File: src/rtl/minmax_pkg.sv
// Shared widths and FSM state encoding for the min/max frame tracker.
package minmax_pkg;

    localparam int DATA_W = 32;
    localparam int CNT_W  = 16;

    typedef enum logic [1:0] {
        EMPTY  = 2'd0,
        ACC    = 2'd1,
        RESULT = 2'd2
    } state_t;

endpackage

File: src/rtl/minmax_cmp.sv
// Combinational signed/unsigned magnitude compare of i_a against i_b.
module minmax_cmp
    import minmax_pkg::*;
(
    input  logic [DATA_W-1:0] i_a,
    input  logic [DATA_W-1:0] i_b,
    input  logic              i_sign,
    output logic              o_gr,
    output logic              o_lt,
    output logic              o_eq
);

    // One extra bit lets one signed comparator serve both modes.
    logic signed [DATA_W:0] w_a_ext;
    logic signed [DATA_W:0] w_b_ext;

    assign w_a_ext = {i_sign & i_a[DATA_W-1], i_a};
    assign w_b_ext = {i_sign & i_b[DATA_W-1], i_b};

    assign o_gr = (w_a_ext >  w_b_ext);
    assign o_lt = (w_a_ext <  w_b_ext);
    assign o_eq = (w_a_ext == w_b_ext);

endmodule

File: src/rtl/minmax_tracker32.sv
// Per-frame min/max/count tracker with ready/valid handshakes on both sides.
// Define MINMAX_INDEX_EN to add first-occurrence position outputs for min and max.
module minmax_tracker32
    import minmax_pkg::*;
(
    input  logic              clk,
    input  logic              rst,
    input  logic              sign,
    input  logic              in_valid,
    output logic              in_ready,
    input  logic [DATA_W-1:0] in_data,
    input  logic              in_last,
    output logic              out_valid,
    input  logic              out_ready,
    output logic [DATA_W-1:0] out_min,
    output logic [DATA_W-1:0] out_max,
    output logic [CNT_W-1:0]  out_count,
    output logic              gr,
    output logic              lt,
    output logic              eq
`ifdef MINMAX_INDEX_EN
    ,
    output logic [CNT_W-1:0]  out_min_idx,
    output logic [CNT_W-1:0]  out_max_idx
`endif
);

    function automatic logic [CNT_W-1:0] sat_inc(input logic [CNT_W-1:0] c);
        return (c == {CNT_W{1'b1}}) ? c : c + 1'b1;
    endfunction

    state_t              r_state;
    logic                r_sign;
    logic                r_out_valid;
    logic [DATA_W-1:0]   r_min;
    logic [DATA_W-1:0]   r_max;
    logic [CNT_W-1:0]    r_count;
    logic                r_gr;
    logic                r_lt;
    logic                r_eq;
`ifdef MINMAX_INDEX_EN
    logic [CNT_W-1:0]    r_min_idx;
    logic [CNT_W-1:0]    r_max_idx;
`endif

    logic w_xfer, w_ohs;
    logic w_max_gr, w_max_lt, w_max_eq;
    logic w_min_gr, w_min_lt, w_min_eq;
    logic w_upd_max, w_upd_min;

    minmax_cmp u_cmp_max (
        .i_a    (in_data),
        .i_b    (r_max),
        .i_sign (r_sign),
        .o_gr   (w_max_gr),
        .o_lt   (w_max_lt),
        .o_eq   (w_max_eq)
    );

    minmax_cmp u_cmp_min (
        .i_a    (in_data),
        .i_b    (r_min),
        .i_sign (r_sign),
        .o_gr   (w_min_gr),
        .o_lt   (w_min_lt),
        .o_eq   (w_min_eq)
    );

    // Strict inequality only, so ties keep the first occurrence.
    assign w_upd_max = ~(w_max_lt | w_max_eq);
    assign w_upd_min = ~(w_min_gr | w_min_eq);

    assign in_ready  = (r_state != RESULT) & ~rst;
    assign w_xfer    = in_valid & in_ready;
    assign w_ohs     = r_out_valid & out_ready;

    always_ff @(posedge clk) begin
        if (rst) begin
            r_state     <= EMPTY;
            r_sign      <= 1'b0;
            r_out_valid <= 1'b0;
            r_min       <= '0;
            r_max       <= '0;
            r_count     <= '0;
            r_gr        <= 1'b0;
            r_lt        <= 1'b0;
            r_eq        <= 1'b0;
`ifdef MINMAX_INDEX_EN
            r_min_idx   <= '0;
            r_max_idx   <= '0;
`endif
        end else begin
            case (r_state)
                EMPTY: begin
                    if (w_xfer) begin
                        r_sign      <= sign;
                        r_min       <= in_data;
                        r_max       <= in_data;
                        r_count     <= {{(CNT_W-1){1'b0}}, 1'b1};
                        r_gr        <= 1'b0;
                        r_lt        <= 1'b0;
                        r_eq        <= 1'b1;
`ifdef MINMAX_INDEX_EN
                        r_min_idx   <= '0;
                        r_max_idx   <= '0;
`endif
                        r_state     <= in_last ? RESULT : ACC;
                        r_out_valid <= in_last;
                    end
                end
                ACC: begin
                    if (w_xfer) begin
                        if (w_upd_max) r_max <= in_data;
                        if (w_upd_min) r_min <= in_data;
`ifdef MINMAX_INDEX_EN
                        if (w_upd_max) r_max_idx <= r_count;
                        if (w_upd_min) r_min_idx <= r_count;
`endif
                        r_count     <= sat_inc(r_count);
                        r_gr        <= w_max_gr;
                        r_lt        <= w_min_lt;
                        r_eq        <= w_max_eq & w_min_eq;
                        r_state     <= in_last ? RESULT : ACC;
                        r_out_valid <= in_last;
                    end
                end
                RESULT: begin
                    if (w_ohs) begin
                        r_state     <= EMPTY;
                        r_out_valid <= 1'b0;
                    end
                end
                default: begin
                    r_state     <= EMPTY;
                    r_out_valid <= 1'b0;
                end
            endcase
        end
    end

    assign out_valid = r_out_valid;
    assign out_min   = r_min;
    assign out_max   = r_max;
    assign out_count = r_count;
    assign gr        = r_gr;
    assign lt        = r_lt;
    assign eq        = r_eq;
`ifdef MINMAX_INDEX_EN
    assign out_min_idx = r_min_idx;
    assign out_max_idx = r_max_idx;
`endif

endmodule

File: config.mk
export PLATFORM = sky130hd
export DESIGN_NAME = minmax_tracker32
export DESIGN_NICKNAME = d
export VERILOG_FILES = /design/src/rtl/minmax_pkg.sv /design/src/rtl/minmax_cmp.sv /design/src/rtl/minmax_tracker32.sv
export SDC_FILE = /design/constraint.sdc
export NUM_CORES = 1
export LEC_CHECK = 0
export CAP_MARGIN = 20
export CORE_ASPECT_RATIO = 1.2
export CORE_MARGIN = 4
export CORE_UTILIZATION = 54
export CTS_CLUSTER_DIAMETER = 200
export DETAILED_ROUTE_END_ITERATION = 10
export PLACE_DENSITY = 0.86
export SLEW_MARGIN = 20
export SYNTH_ARGS = -nofsm -noshare
export SYNTH_HDL_FRONTEND = slang
export SYNTH_SLANG_ARGS = --single-unit
File: constraint.sdc
create_clock -name clk -period 3.5 [get_ports clk]
set_input_delay 0.35 -clock clk [delete_from_list [all_inputs] [get_ports clk]]
set_output_delay 0.35 -clock clk [all_outputs]
set_load 0.005 [all_outputs]
==> reports/metrics.csv, run 1 <==
metric,value,unit
outcome,completed,
path_cells,inv_1 -> ha_1 -> and4_1 -> and2_1 -> a41oi_2 -> a31oi_1 -> nor4_4 -> buf_4 -> o21ai_1 -> a21oi_1,
drt_wl_total,14700,microns
core_area,9130,sq um
crit_type,flop to flop,
firstDrtPassIters,6,
skew,0.0105,ns
path_max_fanout,18,
clock_path_buffers,2,
cts_buffers,9,
placedCellCount,843,
cts-root-buf,clkbuf_8,
die_h,114,microns
avgSynthCellArea,8.29,sq um
end_kind,flop,
syn-cell-area,5070,sq um
maxCapViolCount,0,
dp_slack,0.147,ns
drc,0,
synthFlopType,dfxtp_1,
yosysWarnings,0,
synth_seq_cells,86,
wl_per_cell,17.1,microns
clk_latency,0.37,ns
synth.distinct_cells,47,
wl_met1,5650,microns
grt_pass1_wl,24100,microns
detailed_place.area,6480,sq um
setup_viol,0,
grt-ovfl-total,0,
routed.top_layer,met4,
dr.first_iter.drc_count,256,
clock-sinks,86,
grt_usage,27.4,%
io_pins,123,
fillers,715,
drive_above_1_share,6.90,%
cp-start-kind,flop,
cts.repair.resized,0,
p_leak,2.61,nW
relSlewSlack,29.5,%
vias,5057,
drv_slew,0,
period_needed,3.14,ns
nets,837,
tightest_slew,1.05,ns
fin_crit_sh,89.6,%
grt_max_degree,73,
hold_viol,0,
ys_seq_area_share,33.9,%
initial_core_util,55.6,%
synth_cells,612,
final_util,73.2,%
placementRows,38,
crit_arrival,3.42,ns
cts-hold-fix-buffers,0,
synth-edff-count,0,
ir_drop,0.000261,V
viasPerCell,5.89,
grt_pass1_vias,5133,
syn_nets,715,
async_flop_share,0,%
die_area,11000,sq um
min-delay-path-class,input pin to flop,
power,2.42,mW
clkTransAtPathRegs,0.10,ns
antenna_found_initial,0,
gp_congestion,0.912,
cts_tree,done,
rsz0062_at_grt,false,
cp_slowest_stage_delay,0.75,ns
postCtsSetupBuffers,0,
hold_ws,0.282,ns
die_x,96.5,microns
slowest_stage,nor4_4,
crit_required,3.79,ns
met3_length,961,microns
dpl.hpwl,10700,microns
cts-htree-levels,3,
wl_met2,7550,microns
insertedDiodeCount,0,
fmax,319,MHz
p_per_area,362,nW/um^2
finalNonFillerCells,859,
drtAntennaViolNets,0,
setup_ws,0.363,ns
port_buffers,122,
postLayoutCellArea,6690,sq um
areaGrowthSynthToFinish,31.7,%
fin_tns_setup,0,ns
-- Yosys cell counts, drive strengths merged (2+ instances only) --
| library cell | n | area [sq um] |
|---|---|---|
| buf | 13 | 62.6 |
| a31o | 2 | 17.5 |
| o31ai | 2 | 15.0 |
| a21oi | 66 | 330 |
| nor4 | 5 | 43.8 |
| mux2 | 31 | 349 |
| clkbuf | 16 | 60.1 |
| and4 | 6 | 52.6 |
| and2 | 5 | 31.3 |
| o21ai | 46 | 234 |
| nand2b | 5 | 31.3 |
| nand3 | 44 | 220 |
| ha | 65 | 813 |
| a21o | 5 | 37.5 |
| xor2 | 14 | 123 |
| a31oi | 5 | 31.3 |
| dfxtp | 86 | 1720 |
| nor3 | 2 | 10.0 |
| nor2 | 54 | 203 |
| nand4 | 17 | 106 |
| a211oi | 2 | 15.0 |
| nor2b | 3 | 18.8 |
| or4 | 2 | 15.0 |
| nand2 | 30 | 113 |
| inv | 66 | 248 |
| and3 | 5 | 31.3 |
-- layer usage --
metal / global-route usage [%] / up-vias
met1: 31.4 / 2416
met4: 12.8 / 0
li1: - / 2380
met2: 47.9 / 217
met5: 0 / -
met3: 5.52 / 44
-- power breakdown --
group	internal (mW)	switching [mW]	leakage, nW
Clock	0.339	0.398	0.0968
Combinational	0.295	0.317	1.81
Sequential	1.03	0.0402	0.703
-- area by class of cell --
cell class | count | area [sq um] | share of cell area (%)
inverter | 66 | 248 | 3.71
clock buffer | 9 | 124 | 1.85
multi-input combinational | 431 | 3000 | 44.8
clock inverter | 7 | 80.1 | 1.20
sequential | 86 | 1720 | 25.8
timing repair buffer | 140 | 1360 | 20.4
tap | 120 | 150 | 2.25
-- state kept, by name (all words and copies together), names as in the netlist --
name and count:
gr 1, lt 1, out_count 16, r_state 2, eq 1, out_max 32, r_sign 1, out_min 32
-- path summary, 6_finish.rpt --
check	from	endpoint	slack, ns	cells after the start
setup / recovery	out_max[31]	out_max[31]	0.36	10
setup reg to reg	out_max[31]	out_max[31]	0.36	10
hold / removal	rst	r_state[0]	0.28	4
hold reg to reg	lt	lt	0.46	2
-- cells by family after synthesis --
logic type,synth area share [%]
muxes,7.08
adders and majority gates,16.0
buffers and inverters,7.30
xor gates and xnor gates,2.59
AOI/OAI and AO/OA,15.7
and+or+nand+nor,17.4
DFF,33.9
-- layout by cell type, fill, tap and decap left out, types with 5 or more instances in the layout --
cell             instances
a21o_1                   5
a21oi_1                 66
and2_1                   5
and3_1                   5
and4_1                   6
buf_4                   17
clkbuf_8                 9
clkdlybuf4s50_1        121
dfxtp_1                 86
ha_1                    65
inv_1                   66
mux2_1                  22
mux2_2                   9
nand2_1                 30
nand2b_1                 5
nand3_1                 44
nand4_1                 17
nor2_1                  54
o21ai_0                 29
o21ai_1                 16
xor2_1                  14
-- worst max-delay path, delay by kind of cell (launching register included) --
kind | cells | cell delay, ns
buf+inv | 2 | 0.44
flops | 1 | 0.44
compound gates | 4 | 0.71
fa+ha+maj | 1 | 0.32
simple gates | 3 | 1.13
(Power assumes the default switching activity.)
==> run 2, diff against run 1 <==
GPL_TIMING_DRIVEN = 0   (was unset)
==> reports/metrics.csv, run 2 (synthesis results as in run 1) <==
metric,value,unit
outcome,completed,
wl_met1,5880,microns
power,2.38,mW
worstHoldPathCells,3,
drtAntennaViolNets,0,
min-delay-path-class,input pin to flop,
cts-htree-levels,3,
timing.rr.start,out_min[15],
vias,4996,
initial_core_util,55.6,%
skew,0.00725,ns
fillers,723,
dpl.hpwl,11200,microns
fin_crit_sh,88.6,%
crit_type,input pin to flop,
crit_required,3.75,ns
clock-sinks,86,
drc,0,
hold_viol,0,
clkTransAtPathRegs,0.08,ns
tightest_slew,0.583,ns
grt_usage,27.4,%
gp_congestion,0.892,
period_needed,3.10,ns
reg2reg_to,out_min[25],
firstDrtPassIters,4,
path_max_fanout,10,
cts-hold-fix-buffers,0,
placementRows,38,
wl_met2,7300,microns
dr.first_iter.drc_count,273,
finalNonFillerCells,868,
crit_end,out_min[25],
p_per_area,359,nW/um^2
antenna_found_initial,0,
wl_per_cell,16.7,microns
viasPerCell,5.76,
dp_slack,0.0248,ns
r2r_slack,0.54,ns
cp-start-kind,input pin,
grt_pass1_vias,5156,
grt-ovfl-total,0,
ir_drop,0.000265,V
most-common-layout-cells,"121 x clkdlybuf4s50_1, 86 x dfxtp_1, 66 x inv_1, 66 x a21oi_1, 65 x ha_1",
end_kind,flop,
drive_above_1_share,5.35,%
drt_wl_total,14500,microns
core_area,9130,sq um
cts-root-buf,clkbuf_8,
setup_viol,0,
nets,847,
placedCellCount,853,
io_pins,123,
routed.top_layer,met4,
relSlewSlack,60.8,%
crit_arrival,3.36,ns
die_area,11000,sq um
p_leak,2.58,nW
fmax,322,MHz
startpoint,in_data[15],
insertedDiodeCount,0,
grt_max_degree,14,
met3_length,860,microns
die_x,96.5,microns
die_h,114,microns
grt_pass1_wl,23900,microns
port_buffers,121,
setup_ws,0.398,ns
layout_commonest_cell,clkdlybuf4s50_1,
maxCapViolCount,0,
clk_latency,0.37,ns
postCtsSetupBuffers,0,
rsz0062_at_grt,false,
areaGrowthSynthToFinish,30.5,%
reg2reg_depth,10,
fin_tns_setup,0,ns
final_util,72.6,%
drv_slew,0,
cts.repair.resized,0,
cts_buffers,9,
clock_path_buffers,2,
cts_tree,done,
-- run 2: changes by cell type in the layout (fill, tap and decap cells not counted), moves of 2 or more --
cell | previous run | this run
buf_4 | 17 | 0
clkbuf_1 | 0 | 17
buf_2 | 1 | 11
inv_6 | 3 | 0
buf_1 | 0 | 2
clkinv_2 | 0 | 2
-- run 2: critical path: stages --
cell and delay, ns:
clkdlybuf4s50_1 0.50, ha_1 0.36, nand4_1 0.13, nor3_1 0.53, nand4_1 0.24, o21ai_1 0.19
nor4_2 0.06, o21ai_2 0.25, buf_2 0.37, mux2_1 0.37
-- run 2: how the worst min path moves through the flow --
stage             from     endpoint  slack, ns
2_1_floorplan  in_last   r_state[0]       0.44
3_3_place_gp        lt           lt       0.44
3_5_place_dp        lt           lt       0.46
4_1_cts            rst  out_min[29]       0.40
5_1_grt            rst   out_min[0]       0.44
6_report           rst  out_min[29]       0.40
-- run 2: routing by layer --
layer	track usage (%)	vias to the layer above
met1	32.7	2381
met2	46.7	178
li1	-	2407
met3	4.21	30
met5	0	-
met4	14.4	0
-- run 2: final cells by class --
cell class / instances / area [sq um] / share of cell area [%]
tap: 120 / 150 / 2.27
multi-input combinational: 431 / 2980 / 45.0
sequential: 86 / 1720 / 26.0
timing repair buffer: 121 / 1210 / 18.3
clock inverter: 4 / 47.5 / 0.718
buffer: 29 / 123 / 1.85
inverter: 66 / 248 / 3.74
clock buffer: 11 / 141 / 2.13
-- run 2: metrics by stage --
step	hold slack, ns	instance area [sq um]
4_1_cts	0.398	6630
5_1_grt	0.437	6630
6_report	0.398	6630
2_1_floorplan	0.439	5070
3_5_place_dp	0.457	6440
3_3_place_gp	0.442	6440
-- run 2: report_power, final --
group	total (mW)	internal (mW)	switching, mW	leakage, nW
Clock	0.710	0.344	0.366	0.0952
Combinational	0.596	0.285	0.310	1.78
Sequential	1.07	1.03	0.0382	0.703
Total	2.38	1.66	0.715	2.58
